$ cat config.mk
export PLATFORM = sky130hd
export DESIGN_NAME = mem_port_arbiter_flat
export DESIGN_NICKNAME = d
export VERILOG_FILES = /design/src/rtl/mem_port_arbiter_if.sv /design/src/rtl/mem_port_arbiter.sv /design/src/flat_wrapper.sv
export SDC_FILE = /design/constraint.sdc
export NUM_CORES = 1
export LEC_CHECK = 0
export ABC_AREA = 1
export BUFFER_PORTS_ARGS = -buffer_cell sky130_fd_sc_hd__buf_2
export CAP_MARGIN = 20
export CORE_UTILIZATION = 38
export CTS_CLUSTER_SIZE = 25
export DETAILED_ROUTE_END_ITERATION = 16
export PLACE_DENSITY = 0.79
export SYNTH_ARGS = -nofsm -noshare
export SYNTH_HDL_FRONTEND = slang
export SYNTH_SLANG_ARGS = --single-unit
$ cat constraint.sdc
create_clock -name clk -period 3.37 [get_ports clk]
set_input_delay 0.674 -clock clk [delete_from_list [all_inputs] [get_ports clk]]
set_output_delay 0.674 -clock clk [all_outputs]
set_load 0.01 [all_outputs]
$ cat src/rtl/mem_port_arbiter_if.sv
// Requester and RAM-port bundle for mem_port_arbiter.
// The master side holds the clients and the RAM; the slave side is the arbiter.
interface mem_port_arbiter_if #(
  parameter int unsigned NUM_REQ    = 4,
  parameter int unsigned ADDR_WIDTH = 6,
  parameter int unsigned DATA_WIDTH = 14
);
  logic [NUM_REQ-1:0]            req_valid;
  logic [NUM_REQ-1:0]            req_ready;
  logic [NUM_REQ-1:0]            req_write;
  logic [NUM_REQ*ADDR_WIDTH-1:0] req_addr;
  logic [NUM_REQ*DATA_WIDTH-1:0] req_data;
  logic [NUM_REQ-1:0]            rsp_valid;
  logic [NUM_REQ*DATA_WIDTH-1:0] rsp_data;

  logic [ADDR_WIDTH-1:0] port1_addr;
  logic [ADDR_WIDTH-1:0] port2_addr;
  logic [DATA_WIDTH-1:0] port1_data_in;
  logic [DATA_WIDTH-1:0] port2_data_in;
  logic                  port1_write_en;
  logic                  port2_write_en;
  logic [DATA_WIDTH-1:0] port1_data_out;
  logic [DATA_WIDTH-1:0] port2_data_out;

  modport master (
    output req_valid, req_write, req_addr, req_data, port1_data_out, port2_data_out,
    input  req_ready, rsp_valid, rsp_data,
    input  port1_addr, port2_addr, port1_data_in, port2_data_in, port1_write_en, port2_write_en
  );

  modport slave (
    input  req_valid, req_write, req_addr, req_data, port1_data_out, port2_data_out,
    output req_ready, rsp_valid, rsp_data,
    output port1_addr, port2_addr, port1_data_in, port2_data_in, port1_write_en, port2_write_en
  );
endinterface

$ cat src/rtl/mem_port_arbiter.sv
// Round-robin arbiter sharing the two ports of a dual-port block RAM among NUM_REQ
// requesters, with read-response routing through the RAM's fixed read pipeline.
module mem_port_arbiter #(
  parameter int unsigned NUM_REQ      = 4,
  parameter int unsigned ADDR_WIDTH   = 6,
  parameter int unsigned DATA_WIDTH   = 14,
  parameter int unsigned READ_LATENCY = 2
) (
  input  logic             clk,
  input  logic             rst,
  mem_port_arbiter_if.slave bus
);

  localparam int unsigned IdW = (NUM_REQ > 1) ? $clog2(NUM_REQ) : 1;
  typedef logic [IdW-1:0] id_t;

  logic [ADDR_WIDTH-1:0] addr_arr [NUM_REQ];
  logic [DATA_WIDTH-1:0] data_arr [NUM_REQ];
  logic [DATA_WIDTH-1:0] dout_arr [2];

  id_t         rr_ptr_q, rr_ptr_d;
  logic        a_found, b_found;
  id_t         a_id, b_id;
  id_t         scan_idx;
  int unsigned scan_pos;
  logic        ww_conflict;
  logic        grant_a, grant_b;
  id_t         last_id;
  int unsigned next_pos;

  // Per-port read tracker; stage 0 is loaded on accept, the last stage drives rsp.
  logic trk_vld_q [2][READ_LATENCY];
  id_t  trk_id_q  [2][READ_LATENCY];
  logic push_vld  [2];
  id_t  push_id   [2];

  always_comb begin
    for (int unsigned i = 0; i < NUM_REQ; i++) begin
      addr_arr[i] = bus.req_addr[i*ADDR_WIDTH +: ADDR_WIDTH];
      data_arr[i] = bus.req_data[i*DATA_WIDTH +: DATA_WIDTH];
    end
    dout_arr[0] = bus.port1_data_out;
    dout_arr[1] = bus.port2_data_out;
  end

  // Rotating scan from rr_ptr: first valid requester is A, second is B.
  always_comb begin
    a_found  = 1'b0;
    b_found  = 1'b0;
    a_id     = '0;
    b_id     = '0;
    scan_pos = 0;
    scan_idx = '0;
    for (int unsigned k = 0; k < NUM_REQ; k++) begin
      scan_pos = 32'(rr_ptr_q) + k;
      if (scan_pos >= NUM_REQ) begin
        scan_pos = scan_pos - NUM_REQ;
      end
      scan_idx = id_t'(scan_pos);
      if (bus.req_valid[scan_idx]) begin
        if (!a_found) begin
          a_found = 1'b1;
          a_id    = scan_idx;
        end else if (!b_found) begin
          b_found = 1'b1;
          b_id    = scan_idx;
        end
      end
    end
  end

  // Two writes to one address would collide in the RAM; B loses and port2 idles.
  assign ww_conflict = a_found && b_found && bus.req_write[a_id] && bus.req_write[b_id] &&
                       (addr_arr[a_id] == addr_arr[b_id]);
  assign grant_a     = a_found && !rst;
  assign grant_b     = b_found && !ww_conflict && !rst;

  always_comb begin
    bus.req_ready = '0;
    if (grant_a) bus.req_ready[a_id] = 1'b1;
    if (grant_b) bus.req_ready[b_id] = 1'b1;
  end

  always_comb begin
    bus.port1_addr     = '0;
    bus.port1_data_in  = '0;
    bus.port1_write_en = 1'b0;
    bus.port2_addr     = '0;
    bus.port2_data_in  = '0;
    bus.port2_write_en = 1'b0;
    if (grant_a) begin
      bus.port1_addr     = addr_arr[a_id];
      bus.port1_data_in  = data_arr[a_id];
      bus.port1_write_en = bus.req_write[a_id];
    end
    if (grant_b) begin
      bus.port2_addr     = addr_arr[b_id];
      bus.port2_data_in  = data_arr[b_id];
      bus.port2_write_en = bus.req_write[b_id];
    end
  end

  always_comb begin
    last_id  = grant_b ? b_id : a_id;
    next_pos = 32'(last_id) + 1;
    if (next_pos >= NUM_REQ) begin
      next_pos = 0;
    end
    rr_ptr_d = grant_a ? id_t'(next_pos) : rr_ptr_q;
  end

  always_comb begin
    push_vld[0] = grant_a && !bus.req_write[a_id];
    push_id[0]  = a_id;
    push_vld[1] = grant_b && !bus.req_write[b_id];
    push_id[1]  = b_id;
  end

  always_ff @(posedge clk) begin
    if (rst) begin
      rr_ptr_q <= '0;
      for (int unsigned p = 0; p < 2; p++) begin
        for (int unsigned s = 0; s < READ_LATENCY; s++) begin
          trk_vld_q[p][s] <= 1'b0;
          trk_id_q[p][s]  <= '0;
        end
      end
    end else begin
      rr_ptr_q <= rr_ptr_d;
      for (int unsigned p = 0; p < 2; p++) begin
        trk_vld_q[p][0] <= push_vld[p];
        trk_id_q[p][0]  <= push_id[p];
        for (int unsigned s = 1; s < READ_LATENCY; s++) begin
          trk_vld_q[p][s] <= trk_vld_q[p][s-1];
          trk_id_q[p][s]  <= trk_id_q[p][s-1];
        end
      end
    end
  end

  // One grant per requester per cycle guarantees the two ports never target one slice.
  always_comb begin
    bus.rsp_valid = '0;
    bus.rsp_data  = '0;
    for (int unsigned p = 0; p < 2; p++) begin
      for (int unsigned i = 0; i < NUM_REQ; i++) begin
        if (!rst && trk_vld_q[p][READ_LATENCY-1] &&
            (trk_id_q[p][READ_LATENCY-1] == id_t'(i))) begin
          bus.rsp_valid[i]                       = 1'b1;
          bus.rsp_data[i*DATA_WIDTH +: DATA_WIDTH] = dout_arr[p];
        end
      end
    end
  end

endmodule

$ cat src/flat_wrapper.sv
// flat-port wrapper written by rule: the top's interface ports become plain ports
module mem_port_arbiter_flat 
#(
  parameter int unsigned NUM_REQ      = 4,
  parameter int unsigned ADDR_WIDTH   = 6,
  parameter int unsigned DATA_WIDTH   = 14,
  parameter int unsigned READ_LATENCY = 2
)
  (clk, rst, bus_req_valid, bus_req_write, bus_req_addr, bus_req_data, bus_port1_data_out, bus_port2_data_out, bus_req_ready, bus_rsp_valid, bus_rsp_data, bus_port1_addr, bus_port2_addr, bus_port1_data_in, bus_port2_data_in, bus_port1_write_en, bus_port2_write_en);
  mem_port_arbiter_if #(.NUM_REQ(NUM_REQ), .ADDR_WIDTH(ADDR_WIDTH), .DATA_WIDTH(DATA_WIDTH)) bus_i ();
  input  logic clk;
  input  logic rst;
  input wire logic [$bits(bus_i.req_valid)-1:0] bus_req_valid;
  input wire logic [$bits(bus_i.req_write)-1:0] bus_req_write;
  input wire logic [$bits(bus_i.req_addr)-1:0] bus_req_addr;
  input wire logic [$bits(bus_i.req_data)-1:0] bus_req_data;
  input wire logic [$bits(bus_i.port1_data_out)-1:0] bus_port1_data_out;
  input wire logic [$bits(bus_i.port2_data_out)-1:0] bus_port2_data_out;
  output wire logic [$bits(bus_i.req_ready)-1:0] bus_req_ready;
  output wire logic [$bits(bus_i.rsp_valid)-1:0] bus_rsp_valid;
  output wire logic [$bits(bus_i.rsp_data)-1:0] bus_rsp_data;
  output wire logic [$bits(bus_i.port1_addr)-1:0] bus_port1_addr;
  output wire logic [$bits(bus_i.port2_addr)-1:0] bus_port2_addr;
  output wire logic [$bits(bus_i.port1_data_in)-1:0] bus_port1_data_in;
  output wire logic [$bits(bus_i.port2_data_in)-1:0] bus_port2_data_in;
  output wire logic [$bits(bus_i.port1_write_en)-1:0] bus_port1_write_en;
  output wire logic [$bits(bus_i.port2_write_en)-1:0] bus_port2_write_en;
  assign bus_i.req_valid = bus_req_valid;
  assign bus_i.req_write = bus_req_write;
  assign bus_i.req_addr = bus_req_addr;
  assign bus_i.req_data = bus_req_data;
  assign bus_i.port1_data_out = bus_port1_data_out;
  assign bus_i.port2_data_out = bus_port2_data_out;
  assign bus_req_ready = bus_i.req_ready;
  assign bus_rsp_valid = bus_i.rsp_valid;
  assign bus_rsp_data = bus_i.rsp_data;
  assign bus_port1_addr = bus_i.port1_addr;
  assign bus_port2_addr = bus_i.port2_addr;
  assign bus_port1_data_in = bus_i.port1_data_in;
  assign bus_port2_data_in = bus_i.port2_data_in;
  assign bus_port1_write_en = bus_i.port1_write_en;
  assign bus_port2_write_en = bus_i.port2_write_en;
  mem_port_arbiter #(.NUM_REQ(NUM_REQ), .ADDR_WIDTH(ADDR_WIDTH), .DATA_WIDTH(DATA_WIDTH), .READ_LATENCY(READ_LATENCY)) u_core (.clk(clk), .rst(rst), .bus(bus_i));
endmodule
* Word-level counts from Yosys, hierarchy flattened *
Memories as Yosys holds them, arrays and structs flattened.
Index checks and enable logic that the tools add are counted.

storage, ports and cells
  register bits after elaboration = 2
  RAM bits = 12
  word-level logic and storage cells = 165
  memories kept = 2

memory list
  name              words  bits a word  rd ports  clocked after Yosys merged registers in  wr ports  line                    source
  u_core.trk_id_q   2      4            2         0                                        2         mem_port_arbiter.sv:33  id_t trk_id_q [2][READ_LATENCY];
  u_core.trk_vld_q  2      2            2         0                                        2         mem_port_arbiter.sv:32  logic trk_vld_q [2][READ_LATENCY];

operators by class
  add/sub/neg operators = 8
  order comparisons = 15
  equality and inequality tests = 7
  multiplexer cells = 94
  bitwise logic cells = 11
  reduce and logical (&&, ||, !) cells = 27

operators by type and width
  operator               number
  $mux W14               14
  $bmux W14 S2           2
  $mux W2                25
  $mux W6                6
  $mux W1                35
  $bmux W6 S2            2
  $logic_and A1 B1 Y1    21
  $ge A3 B3 Y1 const B   6
  $lt A2 B3 Y1 const B   6
  $bmux W1 S2            6
  $eq A2 B2 Y1 const B   4
  $mux W4                2
  $or A1 B1 Y1           8
  $sub A2 B1 Y2 const B  4
  $add A2 B1 Y3 const B  2
  $add A2 B2 Y3 const B  2
  $eq A6 B6 Y1           1
  $not A2 Y3             2
  $demux W1 S2           2
  $eq A2 B1 Y1 const B   2
  $ge A2 B1 Y1 const B   2
  $logic_not A1 Y1       4
  $logic_not A2 Y1       2
  $or A4 B4 Y4           1
  $ge A2 B3 Y1 const B   1

* Logic depth before layout (Yosys ltp) *
  word-level depth = 26
  depth in mapped cells = 32
  gate-level depth less buffers = 29

* Least setup slack after synthesis *
OpenSTA, ideal clock, no wires.

  kind = input-to-output
  start point = in bus_req_valid[2]
  end point = out bus_port2_data_in[10]
  arrival time = 3012 ps
  required time = 2696 ps
  slack = -316 ps
  stages = 25
  path through = inv_1 nand2_1 nand3_2 nand2_4 ha_1 inv_1 nand2_1 nand2_1 nand2_1 nand2_1 nand2_4 nand2_4 buf_6 nand2_1 nand2_1 nand2_1 nand2_1 nand3_1 nand3_1 nor2_1 nand3_2 nand2_2 buf_6 buf_2 nor3_1

between the ends
  longest elaborated chain between the ends = 21
  elaborated cells between the ends (all ways) = 57
  those cells by class = 1 x eq/ne; 47 x mux; 2 x bitwise; 7 x reduce/logical

RTL lines
  what                                         line                                            source
  start, declared                              flat_wrapper.sv:13                              input wire logic [$bits(bus_i.req_valid)-1:0] bus_req_valid;
  $bmux W1 S2                                  mem_port_arbiter.sv:60                          if (bus.req_valid[scan_idx]) begin
  $mux W1 (not written as such)                mem_port_arbiter.sv:60
  $mux W1                                      mem_port_arbiter.sv:60
  $mux W2 or $mux W1 (tied branches)           mem_port_arbiter.sv:61                          if (!a_found) begin
  $mux W2 or $mux W1 (tied branches)           mem_port_arbiter.sv:60
  $mux W2                                      mem_port_arbiter.sv:64                          end else if (!b_found) begin
  $mux W2                                      mem_port_arbiter.sv:61
  $mux W2                                      mem_port_arbiter.sv:60
  [3 not listed]                               --
  $not A2 Y3 (not written as such)             mem_port_arbiter.sv:74, mem_port_arbiter.sv:98
  $bmux W6 S2                                  mem_port_arbiter.sv:74                          (addr_arr[a_id] == addr_arr[b_id]);
  $mux W6 (not written as such) (2 in series)  mem_port_arbiter.sv:74
  $eq A6 B6 Y1                                 mem_port_arbiter.sv:74
  $logic_and A1 B1 Y1                          mem_port_arbiter.sv:73                          assign ww_conflict = a_found && b_found && bus.req_write[a_id] && bus.req_write[b_id] &&
  $logic_not A1 Y1                             mem_port_arbiter.sv:76                          assign grant_b = b_found && !ww_conflict && !rst;
  $logic_and A1 B1 Y1 (2 in series)            mem_port_arbiter.sv:76
  $mux W14 *                                   mem_port_arbiter.sv:96                          if (grant_b) begin
  end, declared                                flat_wrapper.sv:25                              output wire logic [$bits(bus_i.port2_data_in)-1:0] bus_port2_data_in;

Every way passes the cells marked *; elsewhere a longest branch is shown, timed or not. The select of a mux whose other input is x is not followed.

* Worst setup path after layout *
  start point = in bus_req_valid[0]
  end point = out bus_port2_data_in[7]

Same word-level chain as after synthesis.

==> impl_metrics.ini <==
[sta]
timing.final.crit_share_pct = 115
skew_ns = 0.00241
setup_violations = 37
rsz0062_at_grt = true
final.min_clock_period_ns = 3.87
worst_pin_slew_ns = 0.512
drv_slew = 0
relSlewSlack_pct = 65.8
tns_ns = -12.63
timing.final.ws_setup_ns = -0.504
max_clock_freq_mhz = 258
final_hold_viol_count = 0

[cts]
cts_buffers = 3
htree_levels = 1
clockRootBuffer = clkbuf_8
clk_latency_ns = 0.25
cts_hold_buf = 0
clk_pin_slew_ns = 0.05
cts_tree = yes
cts_num_sinks = 14
cts_buffer_depth = 2

[hold_path]
min_to = u_core.trk_vld_q[0][0]
hp-class = reg2reg
min_path_cells = 2
hold_start = u_core.trk_vld_q[0][1]

[power]
ir_worst_vdd_mv = 1.07
p_sw_uw = 4720
p_per_area_mw_per_mm2 = 1530
switching_share_pct = 54.4
pwr-share-comb_pct = 95.3
total_leakage_power_uw = 0.00326
finalPower_uw = 8670
power.internal_uw = 3950
clkPwrFrac_pct = 1.9
power_frac_seq_pct = 2.8

[synth]
yosysSeqAreaShare_pct = 9.05
syn_inst = 603
syn_avg_cell_area_um2 = 5.14
synthesis.nets = 723
yosys.cell_types.count = 28
yosys.area.top_type = o22ai_1
yosys_warnings = 0
synth_top_area_share_pct = 20.6
ys_seq_elements = 14
ys_top_cells_by_area = o22ai_1, nand2_1, inv_1, dfxtp_1, nand3_1
netlist_area_mm2 = 0.00310

[worst_setup_path]
r2r-start = u_core.rr_ptr_q[0]
reg2reg_depth = 29
path_max_fanout = 8
crit_required_ns = 2.70
endpoint_kind = primary output
rr_endpoint = u_core.rr_ptr_q[0]
critPathArrivalTime_ns = 3.20
r2r_slack_ns = 0.25
critical_path.startpoint_type = input pin
critical_path_class = in2out

[global_routing]
grt_overflow = 0
grt_pass1_vias = 4900
grt_max_degree = 22
antenna_found_initial = 0
grt_first_pass_wirelength_mm = 21.9
grt_use_total_pct = 30.9

[floorplan]
core_mm2 = 0.00781
start_util_pct = 39.7
die_w_um = 92.3
die_area_mm2 = 0.00852
fp-row-count = 32
die_h_um = 92.3
io_pins = 224

[cells_and_area]
final_cell_mix = buf_2, nand2_1, o22ai_1
drive_above_1_share_pct = 48.1
seq_area_um2 = 284
fillers = 625
multi_input_area_mm2 = 0.00276
insertedDiodeCount = 0
area_delta_synth_final_pct = 82.5
final_common_cell = buf_2
fin_util_pct = 72.4
nNetsFinal = 1013

[detailed_routing]
drtIter0Drc = 516
drc = 0
wl_per_cell_um = 15.4
postRouteAntennaNets = 0
num_vias = 5661
drt_pass1_iterations = 8
totalWireLength_mm = 15.3
viasPerCell = 5.70

[placement]
gp_congestion = 0.953
io_buffers = 223
hpwl_mm = 10.8
pre_cts_ws_ns = -0.583

[job]
drv_cap = 0

[status]
status = finished with violations
violations = negative setup slack
## critical path: stages
cell and delay, ns:
buf_6 0.11, nand2_8 0.07, nand2_4 0.05, nand2_4 0.08
nand2_8 0.08, ha_4 0.27, inv_2 0.02, nand2_1 0.05
nand2_1 0.04, nand2_1 0.06, nand2_2 0.09, nand2_8 0.14
buf_6 0.15, nand3_2 0.07, nand2_1 0.07, nand2_1 0.06
nand2_2 0.10, inv_2 0.05, nand2_2 0.08, nand3_2 0.06
nor2_2 0.13, nand3_2 0.13, nand2_4 0.17, buf_12 0.18
nor3_4 0.04, buf_2 0.15
## metal layers
metal / part of all wire [%] / vias to the layer above / global-route usage (%)
met2: 49 / 417 / 56.5
met1: 36 / 2537 / 36.4
li1: - / 2606 / -
met4: 4.7 / 0 / 10.9
met3: 10 / 101 / 4.76
met5: 0 / - / 0
## worst max path at each step
stage / start / endpoint / slack, ns / depth (start not counted)
floorplan: bus_req_valid[2] / bus_req_ready[3] / -0.12 / 25
global placement: bus_req_valid[2] / bus_port2_data_in[4] / -0.47 / 26
detailed placement: bus_req_valid[2] / bus_port2_data_in[1] / -0.58 / 26
CTS: bus_req_valid[3] / bus_port2_data_in[4] / -0.38 / 25
global route: u_core.rr_ptr_q[1] / bus_port2_data_in[13] / -0.68 / 24
finish: bus_req_valid[0] / bus_port2_data_in[7] / -0.50 / 26
## timing repair
| item | in CTS | in global routing |
|---|---|---|
| endpoints found under the setup margin | 39 | 43 |
| pin swaps | 24 | 24 |
| resized for setup | 35 | 49 |
| gates cloned | 4 | 3 |
| buffers inserted | 6 | 4 |
## flip-flops by register name, summed over array words and instances (netlist names)
register	cells
u_core.rr_ptr_q	2
u_core.trk_id_q	8
u_core.trk_vld_q	4
## power by group through the flow
stage / logic (µW) / registers, µW / clock network (µW)
floorplan: 4090 / 242 / 0
global placement: 6650 / 243 / 0
detailed placement: 6740 / 246 / 0
CTS: 7270 / 244 / 162
global route: 8800 / 251 / 170
finish: 8260 / 246 / 160
## metrics by stage
stage,hold slack [ns],cell area [µm²],std cells
6_report,0.407,5650,994
3_5_place_dp,0.399,5080,973
2_1_floorplan,0.388,3370,603
5_1_grt,0.419,5650,994
4_1_cts,0.406,5370,987
3_3_place_gp,0.391,5080,973
## cell families (layout without fill, tap and decap cells)
logic type | Yosys count | in the layout | synth area share (%)
adders and majority gates | 2 | 2 | 0.808
DFF | 14 | 14 | 9.05
and+or+nand+nor | 318 | 321 | 45.5
buffers and inverters | 136 | 422 | 18.2
AOI/OAI and AO/OA | 133 | 133 | 26.5
## cell type report
cell class | instances | area share [%]
Tap cell | 102 | 2.26
Sequential cell | 14 | 5.02
Timing Repair Buffer | 314 | 35.7
Inverter | 104 | 7.33
Clock buffer | 4 | 0.974
Multi-Input combinational cell | 456 | 48.8
## synthesized netlist by cell type
cell,count
o22ai_1,102
nor2_2,3
o21ai_1,9
nor2_8,1
inv_2,9
buf_4,2
nand3b_1,2
nand2_2,11
buf_1,2
o221ai_1,6
nor2_1,57
dfxtp_1,14
nand3_4,1
nor3_1,26
nor2_4,1
a21oi_1,2
nand2_1,166
o21ai_0,12
nand3_1,43
o211ai_1,1
nand2_4,4
buf_2,6
o21bai_1,1
nand3_2,3
ha_1,2
buf_6,5
inv_1,95
clkbuf_1,17
Power figures use the tool's default switching activity.
